File: config.mk
export PLATFORM = sky130hd
export DESIGN_NAME = video_field_addresser
export DESIGN_NICKNAME = d
export VERILOG_FILES = /design/src/rtl/video_field_addr_pkg.sv /design/src/rtl/video_edge_det.sv /design/src/rtl/video_field_addresser.sv
export SDC_FILE = /design/constraint.sdc
export NUM_CORES = 1
export LEC_CHECK = 0
export CORE_ASPECT_RATIO = 1.5
export CORE_MARGIN = 5
export CORE_UTILIZATION = 33
export DETAILED_ROUTE_END_ITERATION = 10
export PLACE_DENSITY = 0.65
export SLEW_MARGIN = 25
export SYNTH_ARGS = -nofsm -noshare
export SYNTH_HDL_FRONTEND = slang
export SYNTH_SLANG_ARGS = --single-unit
File: constraint.sdc
create_clock -name clk -period 2.45 [get_ports clk]
set_clock_uncertainty 0.15 [all_clocks]
set_input_delay 0.49 -clock clk [delete_from_list [all_inputs] [get_ports clk]]
set_output_delay 0.49 -clock clk [all_outputs]
set_load 0.1 [all_outputs]
File: src/rtl/video_field_addr_pkg.sv
// Shared constants and FSM encoding for the video field addresser.
// Holds default active-area geometry, counter widths and the state type.
// Imported by video_field_addresser and video_edge_det.
package video_field_addr_pkg;

    localparam int ACTIVE_PIXELS_DEF = 702;
    localparam int ACTIVE_LINES_DEF  = 288;
    localparam int COL_W             = 10;
    localparam int ROW_W             = 9;
    localparam int ADDR_W            = ROW_W + 1 + COL_W;

    typedef enum logic [1:0] {
        ST_IDLE  = 2'd0,
        ST_ARMED = 2'd1,
        ST_FIELD = 2'd2,
        ST_LINE  = 2'd3
    } vfa_state_t;

endpackage

File: src/rtl/video_edge_det.sv
// Rise/fall pulse detector for a level input (one register of history).
// Ports: clk, rst (sync active-high), sig (level in), rise/fall (pulses).
// Pulses are combinational from sig and the registered previous value.
module video_edge_det
    import video_field_addr_pkg::*;
(
    input  logic clk,
    input  logic rst,
    input  logic sig,
    output logic rise,
    output logic fall
);

    logic prev;

    always_ff @(posedge clk) begin
        if (rst) prev <= 1'b0;
        else     prev <= sig;
    end

    assign rise = sig & ~prev;
    assign fall = ~sig & prev;

endmodule

File: src/rtl/video_field_addresser.sv
// Video field addresser: turns decoder frame/line/pixel strobes into
// registered pixels with a {row, field, col} write address, 1-clock latency.
// Ports: clk, rst (sync active-high), in_frame_valid/in_line_valid/
//   in_data_valid/in_data in; video_frame_valid/video_line_valid/
//   video_data_valid/video_data_in/video_address and pix_overflow/
//   line_overflow out.
// Optional build macro VIDEO_FIELD_ADDR_ERR_FLAGS_EN enables the sticky
// overflow flags; without it both flags are tied low.
module video_field_addresser
    import video_field_addr_pkg::*;
#(
    parameter int ACTIVE_PIXELS = ACTIVE_PIXELS_DEF,
    parameter int ACTIVE_LINES  = ACTIVE_LINES_DEF
)
(
    input  logic              clk,
    input  logic              rst,
    input  logic              in_frame_valid,
    input  logic              in_line_valid,
    input  logic              in_data_valid,
    input  logic [7:0]        in_data,
    output logic              video_frame_valid,
    output logic              video_line_valid,
    output logic              video_data_valid,
    output logic [7:0]        video_data_in,
    output logic [ADDR_W-1:0] video_address,
    output logic              pix_overflow,
    output logic              line_overflow
);

    localparam logic [COL_W-1:0] PIX_LIM  = COL_W'(ACTIVE_PIXELS);
    localparam logic [ROW_W-1:0] LINE_LIM = ROW_W'(ACTIVE_LINES);

    logic frame_rise, frame_fall, line_rise, line_fall;

    video_edge_det u_frame_edge (
        .clk  (clk),
        .rst  (rst),
        .sig  (in_frame_valid),
        .rise (frame_rise),
        .fall (frame_fall)
    );

    video_edge_det u_line_edge (
        .clk  (clk),
        .rst  (rst),
        .sig  (in_line_valid),
        .rise (line_rise),
        .fall (line_fall)
    );

    vfa_state_t       state, state_nxt;
    logic [COL_W-1:0] col;
    logic [ROW_W-1:0] row;
    logic             field;

    // State register
    always_ff @(posedge clk) begin
        if (rst) state <= ST_IDLE;
        else     state <= state_nxt;
    end

    // Next-state logic; a frame fall wins over any line edge in the same cycle
    always_comb begin
        state_nxt = state;
        case (state)
            ST_IDLE:  if (!in_frame_valid) state_nxt = ST_ARMED;
            ST_ARMED: if (frame_rise)      state_nxt = ST_FIELD;
            ST_FIELD: begin
                if (frame_fall)     state_nxt = ST_ARMED;
                else if (line_rise) state_nxt = ST_LINE;
            end
            ST_LINE: begin
                if (frame_fall)     state_nxt = ST_ARMED;
                else if (line_fall) state_nxt = ST_FIELD;
            end
            default: state_nxt = ST_IDLE;
        endcase
    end

    // Output decode: pixel window includes the cycle the line rises in FIELD
    logic line_win, field_active;
    always_comb begin
        line_win     = 1'b0;
        field_active = 1'b0;
        case (state)
            ST_FIELD: begin
                field_active = 1'b1;
                line_win     = line_rise & in_frame_valid;
            end
            ST_LINE: begin
                field_active = 1'b1;
                line_win     = in_line_valid & in_frame_valid;
            end
            default: ;
        endcase
    end

    // A strobe coincident with the line rise must see col already cleared
    logic [COL_W-1:0] eff_col;
    logic             col_ok, row_ok, strobe, accept;

    assign eff_col = line_rise ? '0 : col;
    assign col_ok  = eff_col < PIX_LIM;
    assign row_ok  = row < LINE_LIM;
    assign strobe  = line_win & in_data_valid;
    assign accept  = strobe & col_ok & row_ok;

    always_ff @(posedge clk) begin
        if (rst) begin
            col               <= '0;
            row               <= '0;
            field             <= 1'b0;
            video_frame_valid <= 1'b0;
            video_line_valid  <= 1'b0;
            video_data_valid  <= 1'b0;
            video_data_in     <= '0;
            video_address     <= '0;
        end else begin
            video_frame_valid <= in_frame_valid;
            video_line_valid  <= in_line_valid;
            video_data_valid  <= accept;

            // Address and data hold their last accepted value between pulses
            if (accept) begin
                video_data_in <= in_data;
                video_address <= {row, field, eff_col};
                col           <= eff_col + COL_W'(1);
            end else if (line_rise) begin
                col <= '0;
            end

            // Row counts completed lines and parks at the limit
            if (frame_rise)
                row <= '0;
            else if (state == ST_LINE && line_fall && row != LINE_LIM)
                row <= row + ROW_W'(1);

            // Independent of the row update so a joint line/frame fall does both
            if (field_active && frame_fall)
                field <= ~field;
        end
    end

`ifdef VIDEO_FIELD_ADDR_ERR_FLAGS_EN
    always_ff @(posedge clk) begin
        if (rst) begin
            pix_overflow  <= 1'b0;
            line_overflow <= 1'b0;
        end else begin
            if (strobe && !col_ok) pix_overflow  <= 1'b1;
            if (strobe && !row_ok) line_overflow <= 1'b1;
        end
    end
`else
    assign pix_overflow  = 1'b0;
    assign line_overflow = 1'b0;
`endif

endmodule

==> results.cfg, run 1 <==
[global_route]
overflow = 0
grt_pass1_vias = 1902
antenna_found_initial = 0
grt_max_degree = 29
grt_pass1_wl_um = 8690
track_usage_pct = 12.0

[run]
cap_viol_max_count = 0

[cells_and_area]
fillers = 685
fin_nets = 321
final-seq-area_mm2 = 0.00106
fin_util_pct = 43.0
drive_gt1_share_pct = 20.9
insertedDiodeCount = 0
area_growth_pct = 27.4
stdcell_count = 384
multi_input_area_mm2 = 0.00115

[detailed_routing]
wirelength_um = 5090
drc = 0
final_antenna_net_count = 0
wl_per_cell_um = 13.3
drtPass1Iterations = 6
routed_via_density = 4.83
dr_total_vias = 1855
drtIter0Drc = 68

[critical_path]
slowest_stage = clkdlybuf4s50_1
path_buf_inv = 1
startpoint_type = input port
worstSetupPathType = in2reg
cp_data_required_time_ns = 2.49
critPathMaxStageDelay_ns = 0.57
path_delay_family = buffers and inverters
crit_start = in_frame_valid
r2r_setup_slack_ns = 0.43
rr_startpoint = col[6]
cp_max_fo = 10
critPathCaptureType = flop
arrival_ns = 2.36
crit_chain = clkdlybuf4s50_1 > nand4_1 > a311oi_4 > o211ai_4 > nor3_1 > mux2_1

[power_and_ir_drop]
power_switching_mw = 0.376
power_switching_share_pct = 23.6
p_int_mw = 1.22
finalPower_mw = 1.59
powerDensity_mw_per_mm2 = 540
vdd_ir_drop_max_uv = 289
seq_power_share_pct = 54.8
leakage_nw = 1.30
pwr-share-clk_pct = 38.0
p_comb_share_pct = 7.2

[clock_tree]
cts_tree = built
cts_hold_buf = 0
cts_sinks = 53
cts_buffer_depth = 2
cts_resized = 0
post_cts_buffers = 0
root_buffer = clkbuf_8
clk_latency_ns = 0.31
cts_max_level = 2
path_clk_slew_ns = 0.10
cts_buffers = 5

[logic_synthesis]
synth_area_mm2 = 0.00231
syn_area_per_cell_um2 = 9.25
synth-seq-cells = 53
synth_flop_cell = dfxtp_1
yosys_warnings = 0
yosys-top-cells-area = dfxtp_1 46%, mux2i_1 9.1%, nor2_1 6.5%, nand2_1 3.4%, xnor2_1 2.3%
synth_async_sr_flop_share_pct = 0
ys_seq_area_share_pct = 45.9
netlist.area_leader.share_pct = 45.9
synth_edf_count = 0
synth_cell_types = 47
syn_inst = 250
synth_top_area_cell = dfxtp_1

[floorplanning]
num_io_pins = 46
dieArea_mm2 = 0.00882
fp.dieH_um = 113
die_x_um = 78.4
core-area_mm2 = 0.00685
initial_core_util_pct = 33.8
row_count = 37

[placed_design]
port_buffers = 43
hpwlAfterDp_um = 3870
dpl.cell_count = 376
routabilityCongestion = 0.803

[status]
status = finished, final reports clean

[sta]
finalCriticalPeriod_ns = 2.32
timing.final.crit_share_pct = 94.8
fin_tns_setup_ns = 0
finalHoldViolCount = 0
fmax_mhz = 430
whs_ns = 0.311
setup_viol = 0
rsz0062_at_grt = no
slew_viol_final = 0

[hold_path]
hold_class = reg2reg
min-delay-start = video_address[5]
-- path summary, 6_finish.rpt --
check | to | cells after the start
setup / recovery | col[6] | 6
hold reg to reg | video_address[5] | 2
hold / removal | video_address[5] | 2
setup reg to reg | col[6] | 5
-- final cells by class --
cell class | instances | share of cell area [%]
clock buffer | 5 | 2.33
clock inverter | 3 | 1.49
inverter | 8 | 1.02
multi-input combinational | 177 | 39.1
sequential | 53 | 36.0
tap | 78 | 3.31
timing repair buffer | 60 | 16.7
-- power groups by stage --
stage | clock, mW | combinational, mW | sequential (mW)
after global routing | 0.653 | 0.123 | 0.874
after detailed placement | 0 | 0.116 | 0.893
after floorplan | 0 | 0.0554 | 0.911
after global placement | 0 | 0.115 | 0.892
final | 0.606 | 0.114 | 0.873
after CTS | 0.622 | 0.116 | 0.873
-- per-stage QoR --
step	worst slack [ns]	cell area, µm²
3_5_place_dp	-0.211	2840
4_1_cts	0.110	2950
6_report	0.126	2950
5_1_grt	0.00864	2950
3_3_place_gp	-0.182	2840
2_1_floorplan	0.227	2320
-- cells in the final DEF (no fill, tap or decap), types with 2 or more instances in the layout --
| cell | Yosys | layout |
|---|---|---|
| dfxtp_1 | 53 | 52 |
| nand2_1 | 21 | 21 |
| and2_1 | 3 | 3 |
| a21oi_1 | 10 | 10 |
| inv_1 | 8 | 8 |
| nand4_1 | 4 | 4 |
| a21o_1 | 2 | 2 |
| or3b_1 | 2 | 2 |
| a21boi_1 | 2 | 2 |
| conb_1 | 1 | 2 |
| xor2_1 | 4 | 4 |
| nor3_1 | 6 | 6 |
| buf_4 | 4 | 47 |
| or2_1 | 2 | 2 |
| o21ai_1 | 7 | 7 |
| nor2_1 | 40 | 40 |
| nand3_1 | 5 | 5 |
| o21ai_0 | 4 | 4 |
| or3_1 | 4 | 4 |
| nor2b_1 | 4 | 4 |
| xnor2_1 | 6 | 6 |
| nand3b_1 | 5 | 5 |
| clkbuf_8 | 0 | 5 |
| mux2i_1 | 21 | 21 |
| nand2b_1 | 2 | 2 |
| ha_1 | 3 | 3 |
| clkdlybuf4s50_1 | 0 | 12 |
-- sequential cells by signal (all words and copies together) (netlist names) --
signal / cells
col: 10
field: 1
row: 9
state: 2
video_address: 20
video_data_in: 8
video_data_valid: 1
video_frame_valid: 1
video_line_valid: 1
-- cells in the mapped netlist (all sizes together) (2+ instances only) --
| master | instances |
|---|---|
| inv | 8 |
| ha | 3 |
| nor3 | 6 |
| a21oi | 10 |
| nor2 | 40 |
| mux2i | 21 |
| or2 | 3 |
| or3 | 4 |
| xnor2 | 6 |
| nand2 | 21 |
| nand4 | 5 |
| dfxtp | 53 |
| a21o | 2 |
| mux2 | 2 |
| and2 | 3 |
| o21ai | 11 |
| nor2b | 4 |
| nand3 | 5 |
| nand2b | 2 |
| nand3b | 5 |
| xor2 | 4 |
| a21boi | 3 |
| buf | 8 |
| or3b | 2 |
| clkbuf | 5 |
-- metal layers --
metal	wire [µm]	vias to the layer above	track usage (%)	share of wire, %
met5	0	-	0	0
met4	65	0	3.50	1.3
met3	220	6	3.21	4.3
met2	2640	38	21.8	52
met1	2160	858	13.6	43
li1	-	953	-	-
-- worst register-to-register path: stages, from the launching register on --
cell and delay [ns]:
dfxtp_1 0.36, a21o_1 0.22, a311oi_4 0.40, o211ai_4 0.19
nor3_1 0.23, mux2_1 0.36
-- logic make-up after synthesis --
group	after synthesis	share of synthesized area, %
flip-flops	53	45.9
other	1	0.162
AO/OA/AOI/OAI	32	10.6
buffers and inverters	21	4.49
multiplexers	23	10.1
XOR/XNOR	10	3.79
adder cells (fa/ha/maj)	3	1.62
AND/OR/NAND/NOR	107	23.4
Note: power is estimated with default switching activity, not from simulation.
==> inputs of run 2 (changes only) <==
--- a/config.mk
+++ b/config.mk
@@ -5,11 +5,13 @@
 export SDC_FILE = /design/constraint.sdc
 export NUM_CORES = 1
 export LEC_CHECK = 0
+export CELL_PAD_IN_SITES_DETAIL_PLACEMENT = 2
+export CELL_PAD_IN_SITES_GLOBAL_PLACEMENT = 2
 export CORE_ASPECT_RATIO = 1.5
 export CORE_MARGIN = 5
-export CORE_UTILIZATION = 33
+export CORE_UTILIZATION = 31
 export DETAILED_ROUTE_END_ITERATION = 10
-export PLACE_DENSITY = 0.65
+export PLACE_DENSITY = 0.89
 export SLEW_MARGIN = 25
 export SYNTH_ARGS = -nofsm -noshare
 export SYNTH_HDL_FRONTEND = slang
==> run 2 against run 1 <==
Effect of this change:
- worst hold slack gained 0.0082 ns
- critical path depth up 1
- non-clock buffer count up 3
- highest routed layer unchanged
==> results.cfg, run 2 (synthesized netlist as in run 1, its figures left out) <==
[status]
status = finished, final reports clean

[clock_tree]
cts_max_level = 2
cts_hold_buf = 0
cts_buffer_depth = 2
clk_latency_ns = 0.31
cts_sinks = 53
cts_tree = built
path_clk_slew_ns = 0.09
root_buffer = clkbuf_8
cts_buffers = 5

[sta]
slew_viol_final = 0
rsz0062_at_grt = no
setup_slack_ns = 0.143
fmax_mhz = 433
setup_viol = 0
finalHoldViolCount = 0
finalCriticalPeriod_ns = 2.31
timing.final.crit_share_pct = 94.2
fin_tns_setup_ns = 0

[cells_and_area]
mostFrequentLayoutCells = 52 x dfxtp_1, 48 x buf_4, 40 x nor2_1
regMostFlops = video_address
insertedDiodeCount = 0
fin_nets = 324
largest_registers = video_address x20, col x10, row x9
largest_reg_flops = 20
drive_gt1_share_pct = 21.4
final_area_mm2 = 0.00303
area_growth_pct = 30.9
layout.cells.most_common = dfxtp_1

[critical_path]
startpoint_type = input port
worstSetupPathType = in2reg
crit_chain = clkdlybuf4s50_1 > nand4_1 > a311oi_4 > buf_4 > o2111ai_2 > or3b_1 > a21oi_1
critPathCaptureType = flop
slowest_stage = clkdlybuf4s50_1
cp_data_required_time_ns = 2.55
critPathMaxStageDelay_ns = 0.50
path_buf_inv = 2
cp_max_fo = 3
arrival_ns = 2.40
path_delay_family = compound AO/OA/AOI/OAI gates

[placed_design]
pre_cts_slack_ns = -0.254
placed_area_mm2 = 0.00290
port_buffers = 43
hpwlAfterDp_um = 5030
routabilityCongestion = 0.807

[floorplanning]
initial_core_util_pct = 31.8
core-area_mm2 = 0.00727
die_x_um = 80.5
fp.dieH_um = 116
dieArea_mm2 = 0.00933
row_count = 38
num_io_pins = 46

[detailed_routing]
drtIter0Drc = 36
wirelength_um = 6410
drtPass1Iterations = 3
dr_total_vias = 1953
routed_via_density = 4.78
drc = 0
final_antenna_net_count = 0
wl_per_cell_um = 15.7

[global_route]
track_usage_pct = 14.8
grt_pass1_vias = 2209
grt_pass1_wl_um = 10700
grt_max_degree = 19
antenna_found_initial = 0
overflow = 0

[run]
cap_viol_max_count = 0

[power_and_ir_drop]
vdd_ir_drop_max_uv = 272
leakage_nw = 1.33
powerDensity_mw_per_mm2 = 532

[hold_path]
hold_class = reg2reg
run 2: cell types whose count changed in the layout (fill, tap and decap cells not counted):
cell and delta:
buf_12 +2, buf_4 +1, clkbuf_8 +1, dlymetal6s2s_1 +1, clkbuf_1 +1, clkinv_2 -1
clkdlybuf4s50_1 -1, inv_6 -1
run 2: worst register-to-register path, delay by kind of cell, from the launching register on:
kind,cells,cell delay (ns)
buffers and inverters,1,0.18
and+or+nand+nor,2,0.57
DFF,1,0.44
AOI/OAI and AO/OA,3,0.69
run 2: layout make-up:
| type | count | area, µm² |
|---|---|---|
| clock inverter | 1 | 30.0 |
| tap | 100 | 125 |
| multi-input combinational | 177 | 1150 |
| inverter | 8 | 30.0 |
| fill | 811 | 4250 |
| sequential | 53 | 1060 |
| timing repair buffer | 63 | 543 |
| clock buffer | 7 | 86.3 |
run 2: repair_timing:
item                                   CTS  global route
setup buffers                            0             1
resized for setup                        0             1
setup endpoints to repair                0             4
endpoints found under the hold margin    0             0
run 2: power breakdown:
part	total, mW	internal (mW)	switching [mW]
clock network	0.623	0.334	0.289
registers	0.872	0.866	0.00601
logic	0.117	0.0421	0.0744
run 2: through the flow:
stage | total power [mW] | util [%] | hold slack [ns] | cells
finish | 1.61 | 41.6 | 0.319 | 409
global route | 1.67 | 41.6 | 0.353 | 409
CTS | 1.64 | 41.5 | 0.328 | 408
global placement | 1.01 | 39.9 | 0.298 | 400
floorplan | 0.967 | - | 0.307 | 251
detailed placement | 1.01 | 39.9 | 0.314 | 400
run 2: worst paths after layout:
check / startpoint / end / slack, ns / cells past startpoint
worst max-delay path: in_frame_valid / col[7] / 0.14 / 7
worst min-delay path: video_address[2] / video_address[2] / 0.32 / 2
worst min register to register: video_address[2] / video_address[2] / 0.32 / 2
worst max register to register: state[1] / col[7] / 0.37 / 6
run 2: routing by layer:
layer  share of wire, %  GRT usage (%)
met3                3.8           3.50
met1                 37           15.1
met4                2.2           4.85
met5                  0              0
met2                 57           28.8
